--- src/rtl/periph_bus_arbiter.sv ---
// Two-master peripheral bus arbiter with round-robin grant, a three-state
// IDLE/REQ/ACK handshake and an optional wait timeout.
module periph_bus_arbiter #(
  parameter int XLEN           = 32,
  parameter int TIMEOUT_CYCLES = 255
) (
  input  logic            pclk,
  input  logic            rst_n,
  input  logic            m0_req,
  input  logic            m1_req,
  input  logic            m0_we,
  input  logic            m1_we,
  input  logic [XLEN-1:0] m0_addr,
  input  logic [XLEN-1:0] m1_addr,
  input  logic [XLEN-1:0] m0_wdata,
  input  logic [XLEN-1:0] m1_wdata,
  input  logic [1:0]      m0_size,
  input  logic [1:0]      m1_size,
  output logic            m0_done,
  output logic            m1_done,
  output logic            m0_err,
  output logic            m1_err,
  output logic [XLEN-1:0] m_rdata,
  output logic [XLEN-1:0] io_addr,
  output logic [XLEN-1:0] io_wdata,
  output logic            io_read,
  output logic            io_write,
  output logic [1:0]      io_byte_size,
  output logic            read_ready,
  input  logic [XLEN-1:0] io_rdata,
  input  logic            io_ready
);

  typedef enum logic [1:0] {IDLE, REQ, ACK} state_e;

  localparam bit          TIMEOUT_EN  = (TIMEOUT_CYCLES != 0);
  localparam logic [16:0] TIMEOUT_LIM = 17'(TIMEOUT_CYCLES);

  state_e          state_q, state_d;
  logic            winner_q, winner_d;
  logic            rr_q, rr_d;
  logic            we_q, we_d;
  logic [XLEN-1:0] addr_q, addr_d;
  logic [XLEN-1:0] wdata_q, wdata_d;
  logic [1:0]      size_q, size_d;
  logic [15:0]     cnt_q, cnt_d;
  logic [XLEN-1:0] rdata_q, rdata_d;
  logic [1:0]      done_q, done_d;
  logic            err_q, err_d;
  logic            grant;

  // rr_q=1 favours m1 on a tie; it is rewritten to favour whoever was not just served.
  always_comb begin
    state_d  = state_q;
    winner_d = winner_q;
    rr_d     = rr_q;
    we_d     = we_q;
    addr_d   = addr_q;
    wdata_d  = wdata_q;
    size_d   = size_q;
    cnt_d    = cnt_q;
    rdata_d  = rdata_q;
    done_d   = 2'b00;
    err_d    = 1'b0;
    grant    = 1'b0;
    case (state_q)
      IDLE: begin
        if (m0_req || m1_req) begin
          grant    = (m0_req && m1_req) ? rr_q : m1_req;
          winner_d = grant;
          we_d     = grant ? m1_we    : m0_we;
          addr_d   = grant ? m1_addr  : m0_addr;
          wdata_d  = grant ? m1_wdata : m0_wdata;
          size_d   = grant ? m1_size  : m0_size;
          cnt_d    = 16'd0;
          state_d  = REQ;
        end
      end
      REQ: begin
        if (io_ready) begin
          rdata_d          = io_rdata;
          done_d[winner_q] = 1'b1;
          state_d          = ACK;
        end else if (TIMEOUT_EN && (({1'b0, cnt_q} + 17'd1) == TIMEOUT_LIM)) begin
          rdata_d          = '0;
          done_d[winner_q] = 1'b1;
          err_d            = 1'b1;
          cnt_d            = cnt_q + 16'd1;
          state_d          = ACK;
        end else begin
          cnt_d = cnt_q + 16'd1;
        end
      end
      ACK: begin
        if (!io_ready) begin
          rr_d    = ~winner_q;
          state_d = IDLE;
        end
      end
      default: state_d = IDLE;
    endcase
  end

  always_ff @(posedge pclk or negedge rst_n) begin
    if (!rst_n) begin
      state_q  <= IDLE;
      winner_q <= 1'b0;
      rr_q     <= 1'b1;
      we_q     <= 1'b0;
      addr_q   <= '0;
      wdata_q  <= '0;
      size_q   <= 2'b00;
      cnt_q    <= 16'd0;
      rdata_q  <= '0;
      done_q   <= 2'b00;
      err_q    <= 1'b0;
    end else begin
      state_q  <= state_d;
      winner_q <= winner_d;
      rr_q     <= rr_d;
      we_q     <= we_d;
      addr_q   <= addr_d;
      wdata_q  <= wdata_d;
      size_q   <= size_d;
      cnt_q    <= cnt_d;
      rdata_q  <= rdata_d;
      done_q   <= done_d;
      err_q    <= err_d;
    end
  end

  // Bus outputs decode from state so reset clears them without waiting for a clock.
  assign io_read      = (state_q == REQ) && !we_q;
  assign io_write     = (state_q == REQ) && we_q;
  assign io_addr      = (state_q == IDLE) ? '0 : addr_q;
  assign io_wdata     = (state_q == IDLE) ? '0 : wdata_q;
  assign io_byte_size = (state_q == IDLE) ? 2'b00 : size_q;
  assign read_ready   = (state_q == ACK);
  assign m0_done      = done_q[0];
  assign m1_done      = done_q[1];
  assign m0_err       = done_q[0] & err_q;
  assign m1_err       = done_q[1] & err_q;
  assign m_rdata      = rdata_q;

endmodule

--- config.mk ---
export PLATFORM = sky130hd
export DESIGN_NAME = periph_bus_arbiter
export DESIGN_NICKNAME = d
export VERILOG_FILES = /design/src/rtl/periph_bus_arbiter.sv
export SDC_FILE = /design/constraint.sdc
export NUM_CORES = 1
export LEC_CHECK = 0
export CAP_MARGIN = 30
export CORE_MARGIN = 3
export CORE_UTILIZATION = 46
export CTS_BUF_LIST = sky130_fd_sc_hd__clkbuf_8 sky130_fd_sc_hd__clkbuf_16
export CTS_CLUSTER_DIAMETER = 40
export DETAILED_ROUTE_END_ITERATION = 8
export PLACE_DENSITY = 0.87
export RECOVER_POWER = 50
export SLEW_MARGIN = 10
export SYNTH_ARGS = -nofsm -noshare
export SYNTH_HDL_FRONTEND = slang
export SYNTH_SLANG_ARGS = --single-unit
--- constraint.sdc ---
create_clock -name pclk -period 5.15 [get_ports pclk]
set_input_delay 0.7725 -clock pclk [delete_from_list [all_inputs] [get_ports pclk]]
set_output_delay 0.7725 -clock pclk [all_outputs]
set_load 0.1 [all_outputs]
==> metrics.cfg, run 1 <==
[outcome]
run_status = finished, violations left
violations = DRC, capacitance limit, slew limit

[cts]
cts_tree = built
cts_bufs_inserted = 17
worst_setup_hold_path_clk_slew_ps = 50
cts_max_level = 4
cts_post_setup_buffers_inserted = 0
cts_buffer_depth = 2
cts.hold.buffers_added = 0
cts.repair.resized = 0
tritoncts_sinks = 122
clk_latency_ps = 420
clock_tree.root_cell = sky130_fd_sc_hd__clkbuf_16

[routing]
detail-route-antenna-nets = 0
route.top_layer_used = met4
drt-pass1-iter-count = 6
avg_vias_per_cell = 5.31
met2_length_mm = 10.0
detailedRoute.firstIterationViolations = 338
routed_wl_mm = 19.3
drc = 1
detail_routed_net_length_per_standard_cell_um = 17.4
detail_route.wirelength.met1_mm = 7.22
met3_wirelength_mm = 1.53
dr_total_vias = 5878

[timing]
clock_skew_ps = 6.13
grt_setup_unrepaired = false
period_utilization_post_route_pct = 76.3
clock.fmax_ghz = 0.255
setup_violations = 0
timing.max_slew.rel_slack_pct = -89.4
timing_max_transition_violations_final = 184
worstMarginPinSlew_ps = 2840
final.setup.tns_ps = 0
hold_viol = 0
post-route-min-period_ps = 3930

[yosys]
synthCells = 665
synth-seq-cells = 122
largest_cells_by_area_after_synthesis = sky130_fd_sc_hd__dfrtp_1, sky130_fd_sc_hd__mux2i_1, sky130_fd_sc_hd__o21ai_0
synthArstFlopShare_pct = 100
synth_top_cell_by_area = sky130_fd_sc_hd__dfrtp_1
synth_most_common_cell = sky130_fd_sc_hd__dfrtp_1
synth.yosys.seq_area_share_pct = 48.8
synth_warnings = 0
avgSynthCellArea_um2 = 9.42
synth_ff_type = sky130_fd_sc_hd__dfrtp_1
synth_nets = 838
netlist_area_before_placement_um2 = 6260
synth_edf_count = 0
synth_cell_types = 47
netlist.area_leader.share_pct = 48.4
ys_top_cells_by_count = sky130_fd_sc_hd__dfrtp_1, sky130_fd_sc_hd__nand2_1, sky130_fd_sc_hd__o21ai_0

[floorplanning]
row_count = 41
fp.dieArea_um2 = 15000
num_io_pins = 276
core_region_area_um2 = 13000
initial_core_util_pct = 48.3
chipWidth_um = 123
floorplan.die.height_um = 123

[global_routing]
track_usage_pct = 26.1
grt_start_max_net_pins = 81
wire_length_of_the_first_global_routing_pass_mm = 30.2
vias_in_the_first_global_route = 5938
grt-ovfl-total = 0
number_of_antenna_violations_at_the_first_check_in_global_routing = 1

[placement]
gp_congestion = 0.822
place_hpwl_mm = 13.9
io_buffers = 275

[worst_setup_path]
critPathMaxFanout = 80
required_worst_endpoint_ps = 5310
crit_type = primary input to flip-flop
worst-endpoint-arrival_ps = 4090
end_kind = flip-flop
worstSetupStartpointType = primary input

[finish]
final_util_pct = 75.1
layout-drive-gt1-share_pct = 5.14
syn_to_final_growth_pct = 55.7
fin_nets = 1094

[run]
maxCapViolations = 3

[min_path]
hold_class = flip-flop to flip-flop

final timing paths:
path / start / to / slack (ps) / depth (start not counted)
setup reg to reg: state_q[1] / addr_q[5] / 1670 / 4
hold / removal: addr_q[25] / addr_q[25] / 470 / 2
max in group asynchronous: rst_n / addr_q[22] / 1430 / 3
hold reg to reg: addr_q[25] / addr_q[25] / 470 / 2
min in group asynchronous: rst_n / wdata_q[24] / 510 / 1
setup / recovery: m1_req / addr_q[5] / 1220 / 4
flip-flops by register name (all words and copies together) (netlist names):
signal    cells
m_rdata      32
err_q         1
rr_q          1
size_q        2
we_q          1
wdata_q      32
winner_q      1
addr_q       32
done_q        2
cnt_q        16
state_q       2
final cells by class:
class,count,area (µm²)
diodes,1,2.50
multi-input cells,491,3000
clock buffers,26,549
flip-flops and latches,122,3050
clock inverters,6,80.1
repair buffers,284,2840
inverters,5,18.8
well taps,172,215
fillers,942,3230
routing by layer:
layer  vias to the layer above  track usage [%]
li1                       2818                -
met1                      2811             29.4
met2                       217             45.1
met3                        32             9.59
met4                         0             9.87
met5                         -                0
layout by cell type, fill, tap and decap left out, types with 2 or more instances in the layout:
cell type / count
sky130_fd_sc_hd__a21oi_1: 2
sky130_fd_sc_hd__a22oi_1: 32
sky130_fd_sc_hd__and2_1: 5
sky130_fd_sc_hd__and3_1: 2
sky130_fd_sc_hd__and4_1: 2
sky130_fd_sc_hd__buf_4: 4
sky130_fd_sc_hd__bufinv_16: 2
sky130_fd_sc_hd__clkbuf_1: 4
sky130_fd_sc_hd__clkbuf_16: 17
sky130_fd_sc_hd__clkbuf_8: 9
sky130_fd_sc_hd__clkdlybuf4s50_1: 272
sky130_fd_sc_hd__clkinv_2: 4
sky130_fd_sc_hd__dfrtp_1: 121
sky130_fd_sc_hd__dlygate4sd3_1: 2
sky130_fd_sc_hd__ha_1: 2
sky130_fd_sc_hd__inv_1: 4
sky130_fd_sc_hd__mux2i_1: 68
sky130_fd_sc_hd__nand2_1: 118
sky130_fd_sc_hd__nand2b_1: 3
sky130_fd_sc_hd__nand3_1: 5
sky130_fd_sc_hd__nand4_1: 5
sky130_fd_sc_hd__nor2_1: 16
sky130_fd_sc_hd__nor2_4: 2
sky130_fd_sc_hd__nor2b_1: 69
sky130_fd_sc_hd__nor3_1: 3
sky130_fd_sc_hd__nor4_1: 3
sky130_fd_sc_hd__o211a_1: 2
sky130_fd_sc_hd__o21ai_0: 116
sky130_fd_sc_hd__o21ai_1: 10
sky130_fd_sc_hd__o31ai_1: 4
sky130_fd_sc_hd__xnor2_1: 2
sky130_fd_sc_hd__xor2_1: 2
critical path, cell delays in order:
cell and delay [ps]:
sky130_fd_sc_hd__dlygate4sd3_1 590, sky130_fd_sc_hd__o21ai_0 270, sky130_fd_sc_hd__clkbuf_1 2050, sky130_fd_sc_hd__o21ai_0 380
through the flow:
step	cells	hold slack [ps]	area, µm²	worst slack [ps]
2_1_floorplan	665	441	6260	2180
3_3_place_gp	1073	453	9140	1820
3_5_place_dp	1074	462	9160	1750
4_1_cts	1106	216	9790	1320
5_1_grt	1107	494	9750	695
6_report	1107	467	9750	1220
kinds of logic after synthesis:
| group | Yosys count | share of synthesized area [%] |
|---|---|---|
| AND/OR/NAND/NOR | 241 | 19.6 |
| AO/OA/AOI/OAI | 175 | 16.1 |
| flip-flops | 122 | 48.8 |
| multiplexers | 69 | 11.0 |
| buffers and inverters | 52 | 3.46 |
| XOR/XNOR | 4 | 0.560 |
| adder cells (fa/ha/maj) | 2 | 0.400 |
Power of run 1 is not shown: default switching activity piles up to over one toggle a cycle in this logic, so the estimate is an artifact.
==> run 2: changes to the inputs <==
- CORE_UTILIZATION: 46 -> 43
- PLACE_DENSITY: 0.87 -> 0.82
- clock period: 5.15 -> 4.1 ns (I/O delays scaled with it)
==> run 2 against run 1 <==
The flow finishes with violations (capacitance limit, slew limit). Clock-buffer cell count shrank 5. Setup slack got worse by 410 ps. Register-to-register slack got worse by 670 ps. First-iteration DRC count grew 2.7%. Critical path type unchanged.
==> metrics.cfg, run 2 (synthesis results as in run 1) <==
[global_routing]
track_usage_pct = 23.0  ; -3.0 points
grt-ovfl-total = 0  ; unchanged
vias_in_the_first_global_route = 5750  ; -3.2%
number_of_antenna_violations_at_the_first_check_in_global_routing = 0  ; -1
wire_length_of_the_first_global_routing_pass_mm = 29.6  ; -2.0%
grt_start_max_net_pins = 138  ; +70%

[floorplanning]
num_io_pins = 276  ; unchanged
fp.dieArea_um2 = 16000  ; +6.6%
floorplan.die.height_um = 127  ; +3.3%
core_region_area_um2 = 14000  ; +8.2%
row_count = 43  ; +4.9%
chipWidth_um = 127  ; +3.3%
initial_core_util_pct = 44.6  ; -3.7 points

[routing]
detail_routed_net_length_per_standard_cell_um = 16.8  ; -3.6%
avg_vias_per_cell = 5.23  ; -1.5%
dr_total_vias = 5828  ; -0.85%
routed_wl_mm = 18.7  ; -3.0%
detail-route-antenna-nets = 0  ; unchanged
detailedRoute.firstIterationViolations = 347  ; +2.7%
drc = 0  ; -1
drt-pass1-iter-count = 5  ; -1

[worst_setup_path]
path_buf_inv = 2  ; unchanged
worst_path_largest_cell_delay_ps = 1620  ; -430 ps
critPathMaxFanout = 137  ; +71%
cell_family_with_the_largest_share_of_critical_path_delay = buffers and inverters
worstSetupStartpointType = primary input
crit_type = primary input to flip-flop
worst-endpoint-arrival_ps = 3480  ; -610 ps
end_kind = flip-flop
critical_path.slowest_cell = sky130_fd_sc_hd__clkbuf_2
critical_path.most_common_cell = sky130_fd_sc_hd__o21ai_0
crit_start = m1_req
r2r_start = state_q[1]
crit_chain = dlygate4sd3_1, o21ai_0, clkbuf_2, o21ai_0
required_worst_endpoint_ps = 4280  ; -1030 ps

[cts]
cts_post_setup_buffers_inserted = 0  ; unchanged
cts.hold.buffers_added = 0  ; unchanged
clk_latency_ps = 410  ; about the same
cts_tree = built
cts_bufs_inserted = 17  ; unchanged
cts.repair.resized = 0  ; unchanged
tritoncts_sinks = 122  ; unchanged
worst_setup_hold_path_clk_slew_ps = 50  ; about the same
clock_tree.root_cell = sky130_fd_sc_hd__clkbuf_16
cts_max_level = 4  ; unchanged
cts_buffer_depth = 2  ; unchanged

[timing]
post-route-min-period_ps = 3290
hold_viol = 0  ; unchanged
period_utilization_post_route_pct = 80.3
timing.max_slew.rel_slack_pct = -59.2  ; +30 points
clock_skew_ps = 9.21  ; +3.08 ps
final.setup.tns_ps = 0  ; unchanged
grt_setup_unrepaired = false
setup_violations = 0  ; unchanged
timing_max_transition_violations_final = 181  ; -1.6%
final_setup_slack_of_the_worst_path_ps = 806  ; -415 ps
clock.fmax_ghz = 0.304
worstMarginPinSlew_ps = 2390  ; -453 ps

[finish]
fin_cells = 1114  ; +0.63%
syn_to_final_growth_pct = 55.8  ; about the same
fillCellCount = 1100  ; +17%
num_antenna_cells = 0  ; -1
layout-drive-gt1-share_pct = 5.46  ; +0.32 points
layout.cells.most_common_list = sky130_fd_sc_hd__clkdlybuf4s50_1, sky130_fd_sc_hd__dfrtp_1, sky130_fd_sc_hd__nand2_1
fin_nets = 1096  ; +0.18%
mostFrequentLayoutCell = sky130_fd_sc_hd__clkdlybuf4s50_1

[min_path]
hold_path_startpoint = addr_q[11]
hold_class = flip-flop to flip-flop

[outcome]
run_status = finished, violations left
violations = capacitance limit, slew limit

[placement]
io_buffers = 275  ; unchanged
place_hpwl_mm = 13.2  ; -4.7%
gp_congestion = 0.842  ; +2.5%
dpl_worst_slack_ps = 1310  ; -436 ps
placed_cells_incl_taps = 1084  ; +0.93%

[run]
maxCapViolations = 2  ; -1

-- run 2: worst reg2reg max path, stage by stage, from the launching register on --
cell and delay, ps:
sky130_fd_sc_hd__dfrtp_1 450, sky130_fd_sc_hd__nor2_4 50, sky130_fd_sc_hd__buf_4 220, sky130_fd_sc_hd__o21ai_0 140
sky130_fd_sc_hd__clkbuf_2 1620, sky130_fd_sc_hd__o21ai_0 400
-- run 2: layout make-up --
class	count	area [µm²]	share of cell area, %
clock buffers	21	480	4.92
multi-input cells	491	3010	30.9
inverters	5	18.8	0.192
well taps	180	225	2.31
flip-flops and latches	122	3050	31.3
clock inverters	9	98.8	1.01
repair buffers	286	2870	29.4
-- run 2: stage by stage --
stage / hold slack (ps) / instance area [µm²] / util [%]
after global routing: 495 / 9760 / 69.5
after CTS: 206 / 9790 / 69.7
after detailed placement: 462 / 9210 / 65.6
final: 467 / 9760 / 69.5
after global placement: 455 / 9180 / 65.4
after floorplan: 319 / 6260 / -
-- run 2: layer usage --
layer / GRT usage [%] / wire length, µm / part of all wire, %
met1: 28.3 / 7430 / 40
met2: 38.0 / 9290 / 50
met3: 7.07 / 1450 / 7.8
met4: 9.09 / 509 / 2.7
met5: 0 / 0 / 0
-- run 2: final timing paths --
| kind | endpoint | slack [ps] | depth (start not counted) |
|---|---|---|---|
| max | wdata_q[9] | 810 | 4 |
| min | addr_q[11] | 470 | 2 |
| max reg2reg | wdata_q[9] | 1000 | 5 |
| min reg2reg | addr_q[11] | 470 | 2 |
| max in group asynchronous | rr_q | 1790 | 2 |
| min in group asynchronous | wdata_q[5] | 920 | 1 |
Power of run 2 is left out for the same reason.
